File: src/rtl/riscv_test_pkg.sv
// Shared encodings for the riscv-tests end-of-test monitor: verdict codes,
// monitor states and default addresses.
package riscv_test_pkg;

    localparam logic [2:0] VERDICT_NONE    = 3'd0;
    localparam logic [2:0] VERDICT_PASS    = 3'd1;
    localparam logic [2:0] VERDICT_FAIL    = 3'd2;
    localparam logic [2:0] VERDICT_TIMEOUT = 3'd3;
    localparam logic [2:0] VERDICT_HANG    = 3'd4;

    typedef enum logic [1:0] {
        ST_IDLE,
        ST_RUN,
        ST_DONE
    } state_t;

    localparam logic [31:0] DEFAULT_END_PC      = 32'h0000_0044;
    localparam logic [31:0] DEFAULT_TOHOST_ADDR = 32'h0000_1000;

endpackage

File: src/rtl/riscv_test_monitor_sat_counter.sv
// Saturating up-counter with async reset, synchronous clear and increment enable.
module sat_counter #(
    parameter int W = 8
) (
    input  logic         clk,
    input  logic         rst,
    input  logic         i_clr,
    input  logic         i_inc,
    output logic [W-1:0] o_cnt
);

    logic [W-1:0] r_cnt;

    always_ff @(posedge clk or posedge rst) begin
        if (rst) begin
            r_cnt <= '0;
        end else if (i_clr) begin
            r_cnt <= '0;
        end else if (i_inc && (r_cnt != '1)) begin
            r_cnt <= r_cnt + 1'b1;
        end
    end

    assign o_cnt = r_cnt;

endmodule

File: src/rtl/riscv_test_monitor.sv
// End-of-test monitor: end-PC, timeout and hang detection with a sticky verdict.
// Optional tohost store detection is enabled by defining RISCV_TEST_MONITOR_TOHOST_EN.
module riscv_test_monitor
    import riscv_test_pkg::*;
#(
    parameter int              XLEN           = 32,
    parameter logic [XLEN-1:0] END_PC         = XLEN'(DEFAULT_END_PC),
    parameter logic [XLEN-1:0] PASS_VALUE     = XLEN'(1),
    parameter int              TIMEOUT_CYCLES = 5000,
    parameter int              HANG_CYCLES    = 64,
    parameter int              CNT_W          = 32
`ifdef RISCV_TEST_MONITOR_TOHOST_EN
    ,
    parameter logic [XLEN-1:0] TOHOST_ADDR    = XLEN'(DEFAULT_TOHOST_ADDR)
`endif
) (
    input  logic             clk,
    input  logic             rst,
    input  logic             en,
    input  logic             clear,
    input  logic             pc_valid,
    input  logic [XLEN-1:0]  pc,
    input  logic [XLEN-1:0]  gp,
`ifdef RISCV_TEST_MONITOR_TOHOST_EN
    input  logic             st_valid,
    input  logic [XLEN-1:0]  st_addr,
    input  logic [XLEN-1:0]  st_data,
`endif
    output logic             done,
    output logic             pass,
    output logic [2:0]       verdict,
    output logic [XLEN-2:0]  fail_testnum,
    output logic [CNT_W-1:0] cycle_count
);

    localparam int               HW        = (HANG_CYCLES > 1) ? $clog2(HANG_CYCLES) : 1;
    localparam logic [HW-1:0]    HANG_LAST = HW'((HANG_CYCLES > 0) ? HANG_CYCLES - 1 : 0);
    localparam logic [CNT_W-1:0] TO_LAST   = CNT_W'(TIMEOUT_CYCLES - 1);

    state_t          r_state;
    logic [2:0]      r_verdict;
    logic [XLEN-2:0] r_fail_testnum;
    logic [XLEN-1:0] r_last_pc;

    logic [CNT_W-1:0] w_cycle_cnt;
    logic [HW-1:0]    w_hang_cnt;
    logic             w_active;
    logic             w_match;
    logic             w_end_pc;
    logic             w_timeout;
    logic             w_hang;
    logic             w_tohost;
    logic             w_finish;

    // A paused (en=0) or clearing RUN cycle neither counts nor detects.
    assign w_active  = (r_state == ST_RUN) && en && !clear;
    assign w_match   = pc_valid && (pc == r_last_pc);
    assign w_end_pc  = pc_valid && (pc == END_PC);
    assign w_timeout = (w_cycle_cnt == TO_LAST);
    assign w_hang    = (HANG_CYCLES != 0) && w_match && (w_hang_cnt == HANG_LAST);
`ifdef RISCV_TEST_MONITOR_TOHOST_EN
    assign w_tohost  = st_valid && (st_addr == TOHOST_ADDR) && st_data[0];
`else
    assign w_tohost  = 1'b0;
`endif
    assign w_finish  = w_tohost || w_end_pc || w_timeout || w_hang;

    sat_counter #(.W(CNT_W)) u_cycle_cnt (
        .clk   (clk),
        .rst   (rst),
        .i_clr (clear),
        .i_inc (w_active && !w_finish),
        .o_cnt (w_cycle_cnt)
    );

    sat_counter #(.W(HW)) u_hang_cnt (
        .clk   (clk),
        .rst   (rst),
        .i_clr (clear || (w_active && !w_match)),
        .i_inc (w_active && w_match),
        .o_cnt (w_hang_cnt)
    );

    always_ff @(posedge clk or posedge rst) begin
        if (rst) begin
            r_last_pc <= '0;
        end else if (clear) begin
            r_last_pc <= '0;
        end else if (w_active && pc_valid) begin
            r_last_pc <= pc;
        end
    end

    always_ff @(posedge clk or posedge rst) begin
        if (rst) begin
            r_state        <= ST_IDLE;
            r_verdict      <= VERDICT_NONE;
            r_fail_testnum <= '0;
        end else if (clear) begin
            r_state        <= ST_IDLE;
            r_verdict      <= VERDICT_NONE;
            r_fail_testnum <= '0;
        end else begin
            case (r_state)
                ST_IDLE: begin
                    if (en) r_state <= ST_RUN;
                end
                ST_RUN: begin
                    if (w_active && w_finish) begin
                        r_state <= ST_DONE;
`ifdef RISCV_TEST_MONITOR_TOHOST_EN
                        if (w_tohost) begin
                            if (st_data == XLEN'(1)) begin
                                r_verdict <= VERDICT_PASS;
                            end else begin
                                r_verdict      <= VERDICT_FAIL;
                                r_fail_testnum <= st_data[XLEN-1:1];
                            end
                        end else
`endif
                        if (w_end_pc) begin
                            if (gp == PASS_VALUE) begin
                                r_verdict <= VERDICT_PASS;
                            end else begin
                                r_verdict      <= VERDICT_FAIL;
                                r_fail_testnum <= gp[XLEN-1:1];
                            end
                        end else if (w_timeout) begin
                            r_verdict <= VERDICT_TIMEOUT;
                        end else begin
                            r_verdict <= VERDICT_HANG;
                        end
                    end
                end
                default: begin
                    r_state <= ST_DONE;
                end
            endcase
        end
    end

    assign verdict      = r_verdict;
    assign done         = (r_verdict != VERDICT_NONE);
    assign pass         = (r_verdict == VERDICT_PASS);
    assign fail_testnum = r_fail_testnum;
    assign cycle_count  = w_cycle_cnt;

endmodule

File: config.mk
export PLATFORM = sky130hd
export DESIGN_NAME = riscv_test_monitor
export DESIGN_NICKNAME = d
export VERILOG_FILES = /design/src/rtl/riscv_test_pkg.sv /design/src/rtl/riscv_test_monitor_sat_counter.sv /design/src/rtl/riscv_test_monitor.sv
export SDC_FILE = /design/constraint.sdc
export NUM_CORES = 1
export LEC_CHECK = 0
export ABC_AREA = 1
export CAP_MARGIN = 20
export CORE_UTILIZATION = 40
export CTS_BUF_LIST = sky130_fd_sc_hd__clkbuf_8
export DETAILED_ROUTE_END_ITERATION = 8
export HOLD_SLACK_MARGIN = 0.12
export PLACE_DENSITY = 0.65
export SETUP_SLACK_MARGIN = 0.15
export SLEW_MARGIN = 20
export SYNTH_ARGS = -nofsm -noshare
export SYNTH_HDL_FRONTEND = slang
export SYNTH_SLANG_ARGS = --single-unit
export TNS_END_PERCENT = 50
File: constraint.sdc
create_clock -name clk -period 6.9 [get_ports clk]
set_input_delay 1.38 -clock clk [delete_from_list [all_inputs] [get_ports clk]]
set_output_delay 1.38 -clock clk [all_outputs]
set_load 0.01 [all_outputs]
# Yosys cells after proc, flatten, opt, wreduce, memory -nomap -nowiden
# Index checks and enable logic that the tools add are counted.
[word_totals] out_inout_bits=68 regBits=106 elab_cells=70
[classes] add_sub_neg=2 eq_ne=12 mux=21 reduce_logical=29
[op_table] op="$mux 31" count=5
[op_table] op="$mux 32" count=4
[op_table] op="$add 32x1->32 const B" count=1
[op_table] op="$eq 32x1->1 const B" count=1
[op_table] op="$eq 32x13->1 const B" count=1
[op_table] op="$eq 32x32->1" count=1
[op_table] op="$eq 32x7->1 const B" count=1
[op_table] op="$ne 32x32->1 const B" count=1
[op_table] op="$mux 3" count=5
[op_table] op="$logic_and 1x1->1" count=12
[op_table] op="$mux 6" count=2
[op_table] op="$reduce_bool 2->1" count=6
[op_table] op="$mux 2" count=4
[op_table] op="$add 6x1->6 const B" count=1
[op_table] op="$eq 6x6->1 const B" count=1
[op_table] op="$ne 6x6->1 const B" count=1
[op_table] op="$pmux 2 s2" count=1
[op_table] op="$reduce_and 2->1" count=2
[op_table] op="$reduce_and 4->1" count=1
[op_table] op="$eq 3x1->1 const B" count=1
[op_table] op="$logic_not 1->1" count=3
[op_table] op="$logic_or 1x1->1" count=3
[op_table] op="$ne 3x2->1 const B" count=1
[op_table] op="$ne 3x3->1 const B" count=1
[op_table] op="4 further kinds" count=4

# Longest topological paths before layout
[depth] word_depth=9 ltp_mapped=16

# Modules after synthesis
# Synthesis repeated with hierarchy kept, for this count alone.
[hier_totals] hier_cells=1013 hier_area_um2=6884.1
[by_module_without_submodules] module="riscv_test_monitor" cells_each=600 area_each_um2=4216.5 instances=1 seq_area_each_um2=1701.6
[by_module_without_submodules] module="sat_counter at u_cycle_cnt" cells_each=360 area_each_um2=2274.7 instances=1 seq_area_each_um2=800.8
[by_module_without_submodules] module="sat_counter at u_hang_cnt" cells_each=53 area_each_um2=392.9 instances=1 seq_area_each_um2=150.1

# Worst setup path before layout
# OpenSTA, ideal clock, no wires.
[synth_timing] path_type="input to register" from="input pc[13]" to="register r_fail_testnum[10] (netlist: fail_testnum[10])" slack_ps=4161 n_path_buf=1 setup_ps=118 arrival_time_ps=2622 stages=10 path_cell_list="inv_1 -> nand4_1 -> nand2b_1 -> nor2_1 -> nand4_1 -> nor2_2 -> nand3_1 -> buf_2 -> nand3_1 -> nand2_1"
[synth_via] elab_chain_cells=7
[synth_rtl] item="start, declared" line_no="riscv_test_monitor.sv:22" rtl="input logic [XLEN-1:0] pc,"
[synth_rtl] item="$eq 32x7->1 or $eq 32x32->1 (tied branches)" line_no="riscv_test_monitor.sv:58, riscv_test_monitor.sv:57"
[synth_rtl] item="$logic_and 1x1->1, on equally long branches" line_no="riscv_test_monitor.sv:58, riscv_test_monitor.sv:57"
[synth_rtl] item="$logic_or 1x1->1 or $logic_and 1x1->1 (tied branches)" line_no="riscv_test_monitor.sv:66, riscv_test_monitor.sv:60"
[synth_rtl] item="$logic_or 1x1->1" line_no="riscv_test_monitor.sv:66" rtl="assign w_finish = w_tohost || w_end_pc || w_timeout || w_hang;"
[synth_rtl] item="$logic_and 1x1->1" line_no="riscv_test_monitor.sv:109" rtl="if (w_active && w_finish) begin"
[synth_rtl] item="$reduce_bool 2->1 (no line)"
[synth_rtl] item="$reduce_and 4->1 (no line) (*)"
[synth_rtl] item="end signal, assigned" line_no="riscv_test_monitor.sv:126" rtl="r_fail_testnum <= gp[XLEN-1:1];"
[synth_rtl] item="end, declared" line_no="riscv_test_monitor.sv:42" rtl="logic [XLEN-2:0] r_fail_testnum;"
# Every way passes the cells marked *; elsewhere a longest branch is shown, timed or not.
# A chain may end at the register's enable or synchronous reset.

# Final worst setup path
[layout_timing] from="input clear" to="register r_last_pc[0]"
[layout_via] elab_chain_cells=4
[layout_rtl] item="start, declared" line_no="riscv_test_monitor.sv:20" rtl="input logic clear,"
[layout_rtl] item="$logic_not 1->1" line_no="riscv_test_monitor.sv:56" rtl="assign w_active = (r_state == ST_RUN) && en && !clear;"
[layout_rtl] item="$logic_and 1x1->1" line_no="riscv_test_monitor.sv:56"
[layout_rtl] item="$logic_and 1x1->1" line_no="riscv_test_monitor.sv:89" rtl="end else if (w_active && pc_valid) begin"
[layout_rtl] item="$reduce_bool 2->1 (no line)"
[layout_rtl] item="end signal, assigned" line_no="riscv_test_monitor.sv:90" rtl="r_last_pc <= pc;"
[layout_rtl] item="end, declared" line_no="riscv_test_monitor.sv:43" rtl="logic [XLEN-1:0] r_last_pc;"
# Parallel ways exist; a longest one is shown, timed or not.

==> flow_results.xml <==
<?xml version="1.0" encoding="UTF-8"?>
<metrics>
  <group name="sta">
    <metric name="report.final.setup_viol" unit="">0</metric>
    <metric name="rsz0062_at_grt" unit="">no</metric>
    <metric name="timing.final.crit_share" unit="%">57.5</metric>
    <metric name="worst_hold_slack" unit="ps">511</metric>
    <metric name="fin_crit" unit="ps">3970</metric>
    <metric name="worstMarginPinSlew" unit="ps">1100</metric>
    <metric name="hold_violations" unit="">0</metric>
    <metric name="maxSlewViolCount" unit="">0</metric>
    <metric name="max_freq" unit="MHz">252</metric>
    <metric name="totalNegativeSetupSlack" unit="ps">0</metric>
    <metric name="slew_headroom" unit="%">26.2</metric>
    <metric name="fin_worst_skew" unit="ps">12.8</metric>
  </group>
  <group name="cts">
    <metric name="clock_tree_from_tritoncts" unit="">built</metric>
    <metric name="cts_resized" unit="">0</metric>
    <metric name="clk_buf_depth" unit="">2</metric>
    <metric name="clock_pin_slew_reported_for_the_worst_setup_and_hold_paths_after_clock_tree_synthesis" unit="ps">100</metric>
    <metric name="ctsHoldBuffers" unit="">0</metric>
    <metric name="clock_tree.htree_level_count" unit="">3</metric>
    <metric name="clock_insertion_delay_worst_skew" unit="ps">390</metric>
    <metric name="cts_made_buffers" unit="">9</metric>
    <metric name="postCtsSetupRepairBufs" unit="">0</metric>
    <metric name="cts_root_buf" unit="">sky130_fd_sc_hd__clkbuf_8</metric>
    <metric name="cts_sinks" unit="">106</metric>
  </group>
  <group name="routing">
    <metric name="ant_nets" unit="">0</metric>
    <metric name="vias_per_cell" unit="">5.15</metric>
    <metric name="first_pass_iters" unit="">5</metric>
    <metric name="drt_iter0_drc" unit="">445</metric>
    <metric name="vias" unit="">6710</metric>
    <metric name="detail_route.wl_per_cell" unit="um">14.9</metric>
    <metric name="route.final.wire_length" unit="um">19500</metric>
    <metric name="drc_errors" unit="">0</metric>
    <metric name="highest-signal-layer" unit="">met4</metric>
    <metric name="dr_wl_met3" unit="um">1080</metric>
    <metric name="routed-wl-met2" unit="um">9300</metric>
    <metric name="wl_met1" unit="um">8770</metric>
  </group>
  <group name="finish">
    <metric name="area.growth.synth_to_final" unit="%">25.5</metric>
    <metric name="final_core_utilization" unit="%">52.2</metric>
    <metric name="share_of_final_layout_standard_cells_stronger_than_drive_strength_1" unit="%">4.23</metric>
    <metric name="diodes" unit="">0</metric>
    <metric name="finalNetCount" unit="">1155</metric>
  </group>
  <group name="setup_path">
    <metric name="worstPathCellList" unit="">clkdlybuf4s50_1 -&gt; buf_4 -&gt; inv_2 -&gt; buf_4 -&gt; nand2_1 -&gt; o21ai_0</metric>
    <metric name="critPathCaptureType" unit="">flip-flop</metric>
    <metric name="critical_path_arrival" unit="ps">4260</metric>
    <metric name="crit_buf_inv" unit="">4</metric>
    <metric name="cp_slowest_stage_delay" unit="ps">910</metric>
    <metric name="critPathSlowestCell" unit="">sky130_fd_sc_hd__nand2_1</metric>
    <metric name="worstPathMaxFanout" unit="">87</metric>
    <metric name="critical_path.most_common_cell" unit="">sky130_fd_sc_hd__buf_4</metric>
    <metric name="setup.worst_path.class" unit="">input pin to flip-flop</metric>
    <metric name="startpoint_type" unit="">input pin</metric>
    <metric name="r2r_cells" unit="">11</metric>
    <metric name="worst_ep_required_time" unit="ps">7190</metric>
    <metric name="r2r_setup_slack" unit="ps">4150</metric>
    <metric name="critical_path.reg2reg.endpoint" unit="">fail_testnum[3]</metric>
    <metric name="r2r-start" unit="">u_cycle_cnt.o_cnt[0]</metric>
    <metric name="critical_path.top_delay_family" unit="">buffers and inverters</metric>
  </group>
  <group name="global_routing">
    <metric name="grt-ovfl-total" unit="">0</metric>
    <metric name="number_of_antenna_violations_at_the_first_check_in_global_routing" unit="">0</metric>
    <metric name="maximum_number_of_pins_on_one_net_before_global_route_repair" unit="">88</metric>
    <metric name="tot_gr_track_use" unit="%">23.0</metric>
    <metric name="first_global_vias" unit="">6325</metric>
    <metric name="global_route_wire_length_before_repair" unit="um">32000</metric>
  </group>
  <group name="placement">
    <metric name="globalplace.congestion" unit="">0.952</metric>
    <metric name="port_buffers" unit="">136</metric>
    <metric name="dp_hpwl" unit="um">14200</metric>
  </group>
  <group name="hold_path">
    <metric name="hold_depth" unit="">2</metric>
    <metric name="min_delay_worst_endpoint" unit="">fail_testnum[24]</metric>
    <metric name="worst_hold_startpoint" unit="">fail_testnum[24]</metric>
    <metric name="timing.hold.worst.class" unit="">flip-flop to flip-flop</metric>
  </group>
  <group name="floorplanning">
    <metric name="starting_density_of_the_core" unit="%">41.6</metric>
    <metric name="die-height" unit="um">131</metric>
    <metric name="top_level_i_o_count" unit="">137</metric>
    <metric name="std_cell_rows" unit="">46</metric>
    <metric name="core_area" unit="um2">16100</metric>
    <metric name="die-width" unit="um">131</metric>
    <metric name="floorplan.die_area" unit="um2">17200</metric>
  </group>
  <group name="logic_synthesis">
    <metric name="postSynthCellCount" unit="">972</metric>
    <metric name="synth_edf_count" unit="">0</metric>
    <metric name="synth_warnings" unit="">0</metric>
    <metric name="synth_fp_nets" unit="">1043</metric>
    <metric name="netlist_area_before_placement" unit="um2">6670</metric>
    <metric name="async_reset_ff_share" unit="%">100</metric>
    <metric name="seq_area_frac_synth" unit="%">39.8</metric>
    <metric name="syn-mean-instance-area" unit="um2">6.86</metric>
    <metric name="synth.distinct_cells" unit="">35</metric>
    <metric name="synth-main-ff-cell" unit="">sky130_fd_sc_hd__dfrtp_1</metric>
    <metric name="postSynthRegisterBits" unit="">106</metric>
  </group>
  <group name="status">
    <metric name="run_status" unit="">finished, final reports clean</metric>
  </group>
  <group name="power_and_ir_drop">
    <metric name="power.density" unit="nW/um2">151</metric>
    <metric name="leakagePower" unit="nW">3.91</metric>
    <metric name="worst_ir_drop_vdd" unit="mV">0.0896</metric>
  </group>
  <group name="job">
    <metric name="cap_violations" unit="">0</metric>
  </group>
</metrics>
## cell families (layout without fill, tap and decap cells)
| group | after synthesis | after routing | share of synthesized area, % |
|---|---|---|---|
| fa+ha+maj | 2 | 2 | 0.375 |
| buf+inv | 154 | 269 | 9.36 |
| compound gates | 46 | 46 | 4.01 |
| flops | 106 | 106 | 39.8 |
| simple gates | 627 | 627 | 41.6 |
| xor+xnor | 37 | 37 | 4.86 |
## cell usage after synthesis, types with 2 or more instances
cell type,number,area [um2]
sky130_fd_sc_hd__buf_2,13,65.1
sky130_fd_sc_hd__o21ai_0,15,75.1
sky130_fd_sc_hd__inv_1,105,394
sky130_fd_sc_hd__nand3b_1,3,22.5
sky130_fd_sc_hd__nand2_4,2,22.5
sky130_fd_sc_hd__nor3b_1,2,15.0
sky130_fd_sc_hd__xor2_1,23,201
sky130_fd_sc_hd__nor2_4,3,33.8
sky130_fd_sc_hd__or2_2,2,12.5
sky130_fd_sc_hd__xnor2_1,14,123
sky130_fd_sc_hd__nor3_2,2,20.0
sky130_fd_sc_hd__inv_2,8,30.0
sky130_fd_sc_hd__buf_4,4,30.0
sky130_fd_sc_hd__buf_6,2,22.5
sky130_fd_sc_hd__nand4_1,47,294
sky130_fd_sc_hd__dfrtp_1,106,2650
sky130_fd_sc_hd__nand2b_1,2,12.5
sky130_fd_sc_hd__nand3_1,117,586
sky130_fd_sc_hd__nor2_2,2,12.5
sky130_fd_sc_hd__nand2_1,278,1040
sky130_fd_sc_hd__nand2_2,6,37.5
sky130_fd_sc_hd__o22ai_1,27,169
sky130_fd_sc_hd__nor3_1,21,105
sky130_fd_sc_hd__nor2_1,127,477
sky130_fd_sc_hd__ha_1,2,25.0
sky130_fd_sc_hd__clkbuf_1,20,75.1
sky130_fd_sc_hd__nor4_1,11,68.8
## state kept, by name (all words and copies together), names as in the netlist
signal,cells
fail_testnum,31
r_last_pc,32
r_state,2
u_cycle_cnt.o_cnt,32
u_hang_cnt.o_cnt,6
verdict,3
## stage by stage
| stage | worst slack, ps | instance area, um2 | cells | total power, mW |
|---|---|---|---|---|
| after floorplan | 2730 | 6670 | 972 | 0.753 |
| after global placement | 2240 | 8140 | 1288 | 0.833 |
| after detailed placement | 2460 | 8150 | 1289 | 0.835 |
| after CTS | 2940 | 8380 | 1303 | 1.29 |
| after global routing | 2700 | 8380 | 1303 | 1.33 |
| final | 2930 | 8380 | 1303 | 1.27 |
## worst min-delay path, delay by kind of cell, from the launching register on
family / cells / cell delay [ps]
DFF: 1 / 350
and+or+nand+nor: 2 / 130
## layout by cell type, fill, tap and decap left out, types with 3 or more instances in the layout
cell / netlist / final
sky130_fd_sc_hd__nand2_1: 278 / 278
sky130_fd_sc_hd__clkdlybuf4s50_1: 0 / 136
sky130_fd_sc_hd__nor2_1: 127 / 127
sky130_fd_sc_hd__nand3_1: 117 / 117
sky130_fd_sc_hd__dfrtp_1: 106 / 106
sky130_fd_sc_hd__inv_1: 105 / 104
sky130_fd_sc_hd__nand4_1: 47 / 47
sky130_fd_sc_hd__o22ai_1: 27 / 27
sky130_fd_sc_hd__xor2_1: 23 / 23
sky130_fd_sc_hd__nor3_1: 21 / 21
sky130_fd_sc_hd__o21ai_0: 15 / 15
sky130_fd_sc_hd__xnor2_1: 14 / 14
sky130_fd_sc_hd__clkbuf_8: 0 / 12
sky130_fd_sc_hd__nor4_1: 11 / 11
sky130_fd_sc_hd__inv_2: 8 / 8
sky130_fd_sc_hd__nand2_2: 6 / 6
sky130_fd_sc_hd__buf_4: 4 / 4
sky130_fd_sc_hd__nor2_4: 3 / 3
sky130_fd_sc_hd__nand3b_1: 3 / 3
## report_power, final
| part | switching, mW | leakage (nW) | internal, mW |
|---|---|---|---|
| clock | 0.214 | 0.115 | 0.230 |
| combinational | 0.105 | 2.33 | 0.0729 |
| sequential | 0.00932 | 1.47 | 0.635 |
## layer usage
metal  vias up  global-route usage [%]
li1       3368                       -
met1      3101                    29.9
met2       214                    38.6
met3        27                    4.51
met4         0                    6.86
met5         -                       0
## how the worst max path moves through the flow
stage / startpoint / end / slack [ps] / depth (start not counted)
3_3_place_gp: pc[28] / fail_testnum[8] / 2240 / 9
5_1_grt: pc[29] / fail_testnum[29] / 2700 / 10
3_5_place_dp: clear / r_last_pc[0] / 2460 / 6
4_1_cts: clear / r_last_pc[0] / 2940 / 6
6_report: clear / r_last_pc[0] / 2930 / 6
2_1_floorplan: rst / fail_testnum[0] / 2730 / 1
## cell type report
class,instances,area (um2)
Tap cell,216,270
Fill cell,1557,7680
Multi-Input combinational cell,712,3400
Inverter,114,430
Sequential cell,106,2650
Clock inverter,2,60.1
Clock buffer,12,165
Timing Repair Buffer,141,1400
(Power assumes the default switching activity.)
